### config.mk
export PLATFORM = sky130hd
export DESIGN_NAME = fifo_rd_ctrl
export DESIGN_NICKNAME = d
export VERILOG_FILES = /design/src/rtl/fifo_rd_ctrl.sv
export SDC_FILE = /design/constraint.sdc
export NUM_CORES = 1
export LEC_CHECK = 0
export ABC_AREA = 1
export BUFFER_PORTS_ARGS = -buffer_cell sky130_fd_sc_hd__buf_2
export CAP_MARGIN = 20
export CORE_ASPECT_RATIO = 0.8
export CORE_UTILIZATION = 50
export CTS_CLUSTER_DIAMETER = 40
export DETAILED_ROUTE_END_ITERATION = 6
export PLACE_DENSITY = 0.78
export SYNTH_ARGS = -nofsm -noshare
export SYNTH_HDL_FRONTEND = slang
export SYNTH_SLANG_ARGS = --single-unit
### constraint.sdc
create_clock -name rclk -period 2.5 [get_ports rclk]
set_input_delay 0.375 -clock rclk [delete_from_list [all_inputs] [get_ports rclk]]
set_output_delay 0.375 -clock rclk [all_outputs]
set_load 0.05 [all_outputs]
### src/rtl/fifo_rd_ctrl.sv
// Read-side controller for the dual-port FIFO: read pointer, write-pointer sync, empty flag, output stream.
// Optional almost-empty flag (raempty) is built only when FIFO_RD_AEMPTY_EN is defined.
module fifo_rd_ctrl #(
    parameter int DATASIZE = 8,
    parameter int ADDRSIZE = 4
`ifdef FIFO_RD_AEMPTY_EN
    ,
    parameter int AEMPTY_THRESH = 2
`endif
) (
    input  logic                rclk,
    input  logic                rrst_n,
    input  logic [ADDRSIZE:0]   wptr_gray,
    input  logic [DATASIZE-1:0] rdata_mem,
    output logic [ADDRSIZE-1:0] raddr,
    output logic [ADDRSIZE:0]   rptr,
    output logic                rempty,
    output logic [ADDRSIZE:0]   rlevel,
    output logic [DATASIZE-1:0] m_data,
    output logic                m_valid,
    input  logic                m_ready
`ifdef FIFO_RD_AEMPTY_EN
    ,
    output logic                raempty
`endif
);

    // Stream handshake: a beat transfers on a rising edge where m_valid && m_ready.
    // m_data/m_valid are registered; m_data holds while m_valid && !m_ready.

    logic [ADDRSIZE:0] rbin;
    logic [ADDRSIZE:0] rq1;
    logic [ADDRSIZE:0] rq2_wptr;
    logic [ADDRSIZE:0] rbinnext;
    logic [ADDRSIZE:0] rgraynext;
    logic [ADDRSIZE:0] wbin_sync;
    logic              pop;

    function automatic logic [ADDRSIZE:0] gray2bin(input logic [ADDRSIZE:0] g);
        logic [ADDRSIZE:0] b;
        b[ADDRSIZE] = g[ADDRSIZE];
        for (int i = ADDRSIZE - 1; i >= 0; i--) begin
            b[i] = b[i+1] ^ g[i];
        end
        return b;
    endfunction

    always_comb begin
        pop       = !rempty && (!m_valid || m_ready);
        rbinnext  = rbin + {{ADDRSIZE{1'b0}}, pop};
        rgraynext = (rbinnext >> 1) ^ rbinnext;
        wbin_sync = gray2bin(rq2_wptr);
    end

    // The stalled word already left memory, so it is not counted here.
    assign rlevel = wbin_sync - rbin;
    assign raddr  = rbin[ADDRSIZE-1:0];

    always_ff @(posedge rclk) begin
        if (!rrst_n) begin
            rq1      <= '0;
            rq2_wptr <= '0;
            rbin     <= '0;
            rptr     <= '0;
            rempty   <= 1'b1;
            m_valid  <= 1'b0;
            m_data   <= '0;
        end else begin
            rq1      <= wptr_gray;
            rq2_wptr <= rq1;
            rbin     <= rbinnext;
            rptr     <= rgraynext;
            // Compared against the lagging synced pointer, so empty can only be late, never early.
            rempty   <= (rgraynext == rq2_wptr);
            if (pop) begin
                m_data  <= rdata_mem;
                m_valid <= 1'b1;
            end else if (m_valid && m_ready) begin
                m_valid <= 1'b0;
            end
        end
    end

`ifdef FIFO_RD_AEMPTY_EN
    localparam logic [ADDRSIZE:0] AEMPTY_LVL = AEMPTY_THRESH[ADDRSIZE:0];

    logic [ADDRSIZE:0] level_next;

    assign level_next = wbin_sync - rbinnext;

    always_ff @(posedge rclk) begin
        if (!rrst_n) begin
            raempty <= 1'b1;
        end else begin
            raempty <= (level_next <= AEMPTY_LVL);
        end
    end
`endif

endmodule

==> impl_results.md, run 1 <==
- Worst-Skew Late Latency: between 0.3 and 0.4 ns
- Warnings, synthesis: 0
- Highest-count cells in the layout ignoring fill and taps: nand2_1, buf_2, inv_1
- Final setup fails: 4
- CP Launch Type: register
- Hold Startpoint: wptr_gray[1]
- Clock-pin transition on the worst setup and hold timing paths: 0.10 ns
- RR Startpoint: m_valid
- Fin crit share: 113%
- Worst path slowest cell: fa_2
- Crit path buf inv count: 1
- CTS Buffer Depth: 2
- Cell Chain, Critical Path: xor2_2, xor2_2, xnor3_1, ha_2, fa_2, o21ai_4, xnor2_4, buf_6
- CORE AREA: 2500 um^2
- Vias in the first global route: 1204
- Num CTS Buffers: 5
- Pleak: between 1 and 1.5 nW
- Drt drc: 0
- Worst setup margin: -0.316 ns
- R2r setup slk: 0.59 ns
- CP startpoint: rq2_wptr[4]
- H-tree depth: 2
- Mean post-synth cell area: 7.36 um^2
- Initial Utilization: 54.2%
- Post-synthesis sequential area ratio: 42.8%
- Final WL: 2980 um
- Outcome: finished, violations left
- CP delay by family, top: XOR/XNOR gates
- Largest stage delay, worst path: 0.40 ns
- Fin crit period: about 2.8 ns
- Worst Max-Slew Pin Slew: 0.352 ns
- Hold worst-path end: rq1[1]
- Most common cell after layout, fill and taps aside: nand2_1
- Largest net degree at the start of global routing: 23
- Die area: about 2900 um^2
- Final slew viol count: 0
- WHS Path Cells: 3
- Arrival time of the worst setup path: 2.44 ns
- Register-to-Register Path Depth: 11
- Critical path class: register to output port
- Avg Vias per Cell: around 4.7
- Root buf cell: clkbuf_4
- Post-synthesis register bit count: 29
- Fin. Hold Viols: 0
- Die H: just under 50 um
- Initial DRC Count: 38
- Post-detail-place hpwl: 2320 um
- CTS tree: built
- Min-Delay Path Class: input port to register
- Max rail drop VDD: 0.708 mV
- Global-route wire length before repair: 4920 um
- Fmax: 355 MHz
- P&R area growth vs syn: 35.6%
- Port Buffers: 39
- Clock skew: 0.00570 ns
- Die W: 60.2 um
- Mapped Area: 1360 um^2
- Reg2reg end: rempty
- Io pins: 40
- Crit-path most repeated cell: xor2_2
- # rows: 16
- Final #Nets: between 200 and 300
- Violated checks: negative setup slack
- Setup TNS: -0.993 ns
- Power Density: 1130 nW/um^2
- Routed wire per std cell: 10.9 um
- RSZ-0062 raised after global routing: true
- Total iterations of the first detailed-routing run: 4
- GR Overflow Total: 0
- Required time of the worst setup path: 2.12 ns
- Post-Synthesis Cells: 184
- CP Max Fanout: 2
- Tot GR Track Use: 23.0%
- CP Capture Type: output port
- Antenna cells: 0
- Placed cells: 262
- Relative slew slack: 76.5%
- GP Congestion: 0.842
- TritonCTS Sinks: 29
- Netlist cell types: 19
- Syn Nets: 207
- Total power draw: around 0.0021 W
- Fraction of layout instances using a drive strength above 1: 30.4%
- Post-Layout Cell Count: 273
- Initial antenna violation count: 0
- Routed Antenna Nets: 0
- Via count: 1279
- MaxCap Viol Count: 0
-- timing repair --
action / in CTS / in global routing
setup buffers: 1 / 2
resized for setup: 13 / 5
hold endpoints to repair: 0 / 0
hold buffers: 0 / 0
pin swaps: 4 / 3
setup endpoints to repair: 4 / 4
-- flip-flops by register name (all words and copies together), names as in the netlist --
name      count
m_data        8
rempty        1
rq2_wptr      5
rbin          4
rptr          5
m_valid       1
rq1           5
-- stage by stage --
step | cell area [um^2] | utilization, % | hold slack (ns) | setup WS (ns)
finish | 1840 | 73.5 | 0.218 | -0.316
global route | 1840 | 73.5 | 0.210 | -0.406
global placement | 1670 | 66.6 | 0.396 | -0.0264
CTS | 1800 | 71.9 | 0.209 | -0.335
floorplan | 1400 | - | 0.390 | -0.0386
detailed placement | 1670 | 66.6 | 0.396 | -0.141
-- Yosys cell counts (all sizes together) --
master	instances	share of area (%)
inv	34	9.4
ha	6	5.5
dfxtp	29	43
xnor2	2	1.3
buf	1	0.37
o21ai	10	3.7
clkbuf	2	0.55
nand3	12	4.4
and2	1	0.46
fa	1	1.5
a21oi	6	2.5
xor2	4	4.2
nor2	23	6.4
nand4	4	1.8
xnor3	1	1.7
nand2	48	13
-- tightest hold or removal path, delay by kind of cell --
family,cells,cell delay [ns]
buffers and inverters,2,0.11
and+or+nand+nor,1,0.04
-- kinds of logic (layout without fill, tap and decap cells) --
| logic type | Yosys count | in the layout | synth area share (%) |
|---|---|---|---|
| AO/OA/AOI/OAI | 16 | 16 | 6.19 |
| XOR/XNOR | 7 | 7 | 7.20 |
| buffers and inverters | 37 | 90 | 10.3 |
| AND/OR/NAND/NOR | 88 | 88 | 26.4 |
| flip-flops | 29 | 29 | 42.8 |
| adder cells (fa/ha/maj) | 7 | 7 | 7.02 |
-- per-layer routing --
metal	global-route usage, %	share of wire [%]
met1	26.5	43
met5	0	0
met2	39.4	51
met3	8.02	4.7
met4	6.20	1.2
-- layout make-up --
class                           count  area [um^2]
Multi-Input combinational cell    118          702
Timing Repair Buffer               48          292
Inverter                           34          128
Clock buffer                        6         51.3
Tap cell                           36         45.0
Sequential cell                    29          583
Clock inverter                      2         37.5
Fill cell                         210          664
-- power breakdown --
| group | internal (W) | total [W] | switching (W) | leakage [nW] |
|---|---|---|---|---|
| clock | 0.000238 | 0.000406 | 0.000169 | 0.0445 |
| combinational | 0.000329 | 0.00107 | 0.000739 | 0.748 |
| sequential | 0.000548 | 0.000604 | 0.0000561 | 0.240 |
| total | 0.00111 | 0.00208 | 0.000964 | 1.03 |
-- worst max-delay path by stage --
stage | end | slack, ns | depth (start not counted)
floorplan | rlevel[2] | -0.04 | 6
global placement | rlevel[4] | -0.03 | 8
detailed placement | rlevel[4] | -0.14 | 8
CTS | rlevel[4] | -0.33 | 8
global route | rlevel[4] | -0.41 | 8
finish | rlevel[4] | -0.32 | 8
No activity file was read; power rests on OpenSTA's default activity.
==> run 2: changes to the inputs <==
--- a/config.mk
+++ b/config.mk
@@ -13,6 +13,7 @@
 export CTS_CLUSTER_DIAMETER = 40
 export DETAILED_ROUTE_END_ITERATION = 6
 export PLACE_DENSITY = 0.78
+export REMOVE_ABC_BUFFERS = 1
 export SYNTH_ARGS = -nofsm -noshare
 export SYNTH_HDL_FRONTEND = slang
 export SYNTH_SLANG_ARGS = --single-unit
==> impl_results.md, run 2 (same netlist as run 1, synthesis figures left out) <==
- Relative slew slack: 78.0% (was 76.5%)
- Routed Antenna Nets: 0 (unchanged)
- Required time of the worst setup path: 2.12 ns (about the same)
- Largest register by flop count: m_data (unchanged)
- RR Startpoint: m_valid (unchanged)
- MaxCap Viol Count: 0 (unchanged)
- Clock-pin transition on the worst setup and hold timing paths: 0.09 ns (was 0.10 ns)
- Filler Cell Count: 226 (was 210)
- GR Overflow Total: 0 (unchanged)
- Fin. Hold Viols: 0 (unchanged)
- Hold worst-path end: rq1[0] (was rq1[1])
- # rows: 16 (unchanged)
- Drt drc: 0 (unchanged)
- Critical path class: register to output port (unchanged)
- Max rail drop VDD: 0.644 mV (was 0.708 mV)
- CP Launch Type: register (unchanged)
- Hold Startpoint: wptr_gray[0] (was wptr_gray[1])
- Crit path buf inv count: 1 (unchanged)
- Largest net degree at the start of global routing: 23 (unchanged)
- Die W: 60.2 um (unchanged)
- Total iterations of the first detailed-routing run: 4 (unchanged)
- CP Max Fanout: 2 (unchanged)
- R2r setup slk: 0.65 ns (was 0.59 ns)
- Register area: 588 um^2 (was 583 um^2)
- Reg2reg end: rempty (unchanged)
- TritonCTS Sinks: 29 (unchanged)
- Die H: 48.6 um (unchanged)
- Highest-count cells in the layout ignoring fill and taps: nand2_1, buf_2, inv_1 (unchanged)
- Area after DPL: 1640 um^2 (was 1670 um^2)
- Io pins: 40 (unchanged)
- Initial Utilization: 54.2% (unchanged)
- Die area: 2920 um^2 (unchanged)
- CTS tree: built (unchanged)
- Post-detail-place hpwl: 1920 um (was 2320 um)
- Final #Nets: 260 (was 259)
- Root buf cell: clkbuf_4 (unchanged)
- Worst-Skew Late Latency: 0.32 ns (was 0.33 ns)
- Initial DRC Count: 39 (was 38)
- Max reg flops: 8 (unchanged)
- Most common cell after layout, fill and taps aside: nand2_1 (unchanged)
- Avg Vias per Cell: 4.50 (was 4.68)
- Num CTS Buffers: 5 (unchanged)
- Initial antenna violation count: 0 (unchanged)
- Cell Chain, Critical Path: xor2_4, xor2_2, xnor3_1, ha_2, fa_2, o21ai_2, xnor2_1, buf_4 (was xor2_2, xor2_2, xnor3_1, ha_2, fa_2, o21ai_4, xnor2_4, buf_6)
- CP Capture Type: output port (unchanged)
- Worst setup margin: -0.225 ns (was -0.316 ns)
- Routed wire per std cell: 9.52 um (was 10.9 um)
- Power Density: 1130 nW/um^2 (about the same)
- Fin crit period: 2.72 ns (was 2.82 ns)
- Violated checks: negative setup slack (unchanged)
- Area of the multi-input gates: 666 um^2 (was 702 um^2)
- Fmax: 367 MHz (was 355 MHz)
- Clock skew: 0.00641 ns (was 0.00570 ns)
- H-tree depth: 2 (unchanged)
- Arrival time of the worst setup path: 2.35 ns (was 2.44 ns)
- CP delay by family, top: XOR/XNOR gates (unchanged)
- Pleak: 1.03 nW (about the same)
- Final slew viol count: 0 (unchanged)
- Global-route wire length before repair: 4470 um (was 4920 um)
- Min-Delay Path Class: input port to register (unchanged)
- Largest stage delay, worst path: 0.37 ns (was 0.40 ns)
- Port Buffers: 39 (unchanged)
- P&R area growth vs syn: 33.3% (was 35.6%)
- Final non-filler cell area: 1810 um^2 (was 1840 um^2)
- Placed cells: 263 (was 262)
- CTS Buffer Depth: 2 (unchanged)
- RSZ-0062 raised after global routing: true (unchanged)
- Outcome: finished, violations left (unchanged)
- Hold-fix buffers at CTS: 0 (unchanged)
- Antenna cells: 0 (unchanged)
- Via count: 1234 (was 1279)
- Worst Max-Slew Pin Slew: 0.330 ns (was 0.352 ns)
- Setup TNS: -0.702 ns (was -0.993 ns)
- GP Congestion: 0.792 (was 0.842)
- Vias in the first global route: 1037 (was 1204)
- Final setup fails: 4 (unchanged)
- Worst path slowest cell: dfxtp_4 (was fa_2)
- Tot GR Track Use: 20.7% (was 23.0%)
- Final WL: 2610 um (was 2980 um)
- Fraction of layout instances using a drive strength above 1: 29.4% (was 30.4%)
- WHS Path Cells: 3 (unchanged)
- Fin crit share: 109% (was 113%)
- Post-Layout Cell Count: 274 (was 273)
- CORE AREA: 2500 um^2 (unchanged)
- Register-to-Register Path Depth: 11 (unchanged)
-- run 2: changes by cell type in the layout (fill, tap and decap cells not counted), sizes merged --
cell  change
buf       +1
-- run 2: how the worst max path moves through the flow --
| stage | startpoint | slack (ns) | cells after the start | end |
|---|---|---|---|---|
| 5_1_grt | rq2_wptr[4] | -0.39 | 8 | rlevel[4] |
| 3_5_place_dp | rq2_wptr[4] | -0.13 | 8 | rlevel[4] |
| 4_1_cts | rq2_wptr[4] | -0.26 | 8 | rlevel[4] |
| 6_report | rq2_wptr[3] | -0.22 | 8 | rlevel[4] |
| 3_3_place_gp | rq2_wptr[4] | -0.04 | 8 | rlevel[4] |
| 2_1_floorplan | rq2_wptr[3] | -0.36 | 6 | rlevel[2] |
-- run 2: repair_timing --
item,CTS,global route
pin swaps,6,3
buffers inserted,2,1
gates resized for setup,15,5
endpoints found under the setup margin,4,4
-- run 2: power by group --
| part | internal, W | switching, W | total (W) |
|---|---|---|---|
| combinational | 0.000320 | 0.000714 | 0.00103 |
| clock | 0.000238 | 0.000163 | 0.000401 |
| sequential | 0.000547 | 0.0000549 | 0.000602 |
| total | 0.00110 | 0.000932 | 0.00204 |
-- run 2: worst min-delay path, delay by kind of cell --
kind          cells  cell delay, ns
simple gates      1            0.04
buf+inv           2            0.11
-- run 2: metrics by stage --
stage	utilization, %	setup slack (ns)	hold slack [ns]	total power (W)
after floorplan	-	-0.363	0.390	0.00133
after global placement	65.4	-0.0422	0.392	0.00155
after detailed placement	65.4	-0.128	0.397	0.00155
after CTS	71.0	-0.260	0.214	0.00202
after global routing	72.2	-0.389	0.214	0.00217
final	72.2	-0.225	0.226	0.00204
-- run 2: cell type report --
class                   instances  share of cell area (%)
clock buffers                   6                    2.84
clock inverters                 2                    2.08
inverters                      34                    7.06
multi-input cells             118                    36.8
flip-flops and latches         29                    32.5
well taps                      36                    2.49
repair buffers                 49                    16.1
-- run 2: layer usage --
layer | up-vias | routed length [um] | GRT usage (%)
met5 | - | 0 | 0
met4 | 0 | 44 | 5.81
met3 | 7 | 145 | 8.02
met2 | 37 | 1170 | 30.2
met1 | 524 | 1250 | 28.2
li1 | 666 | - | -
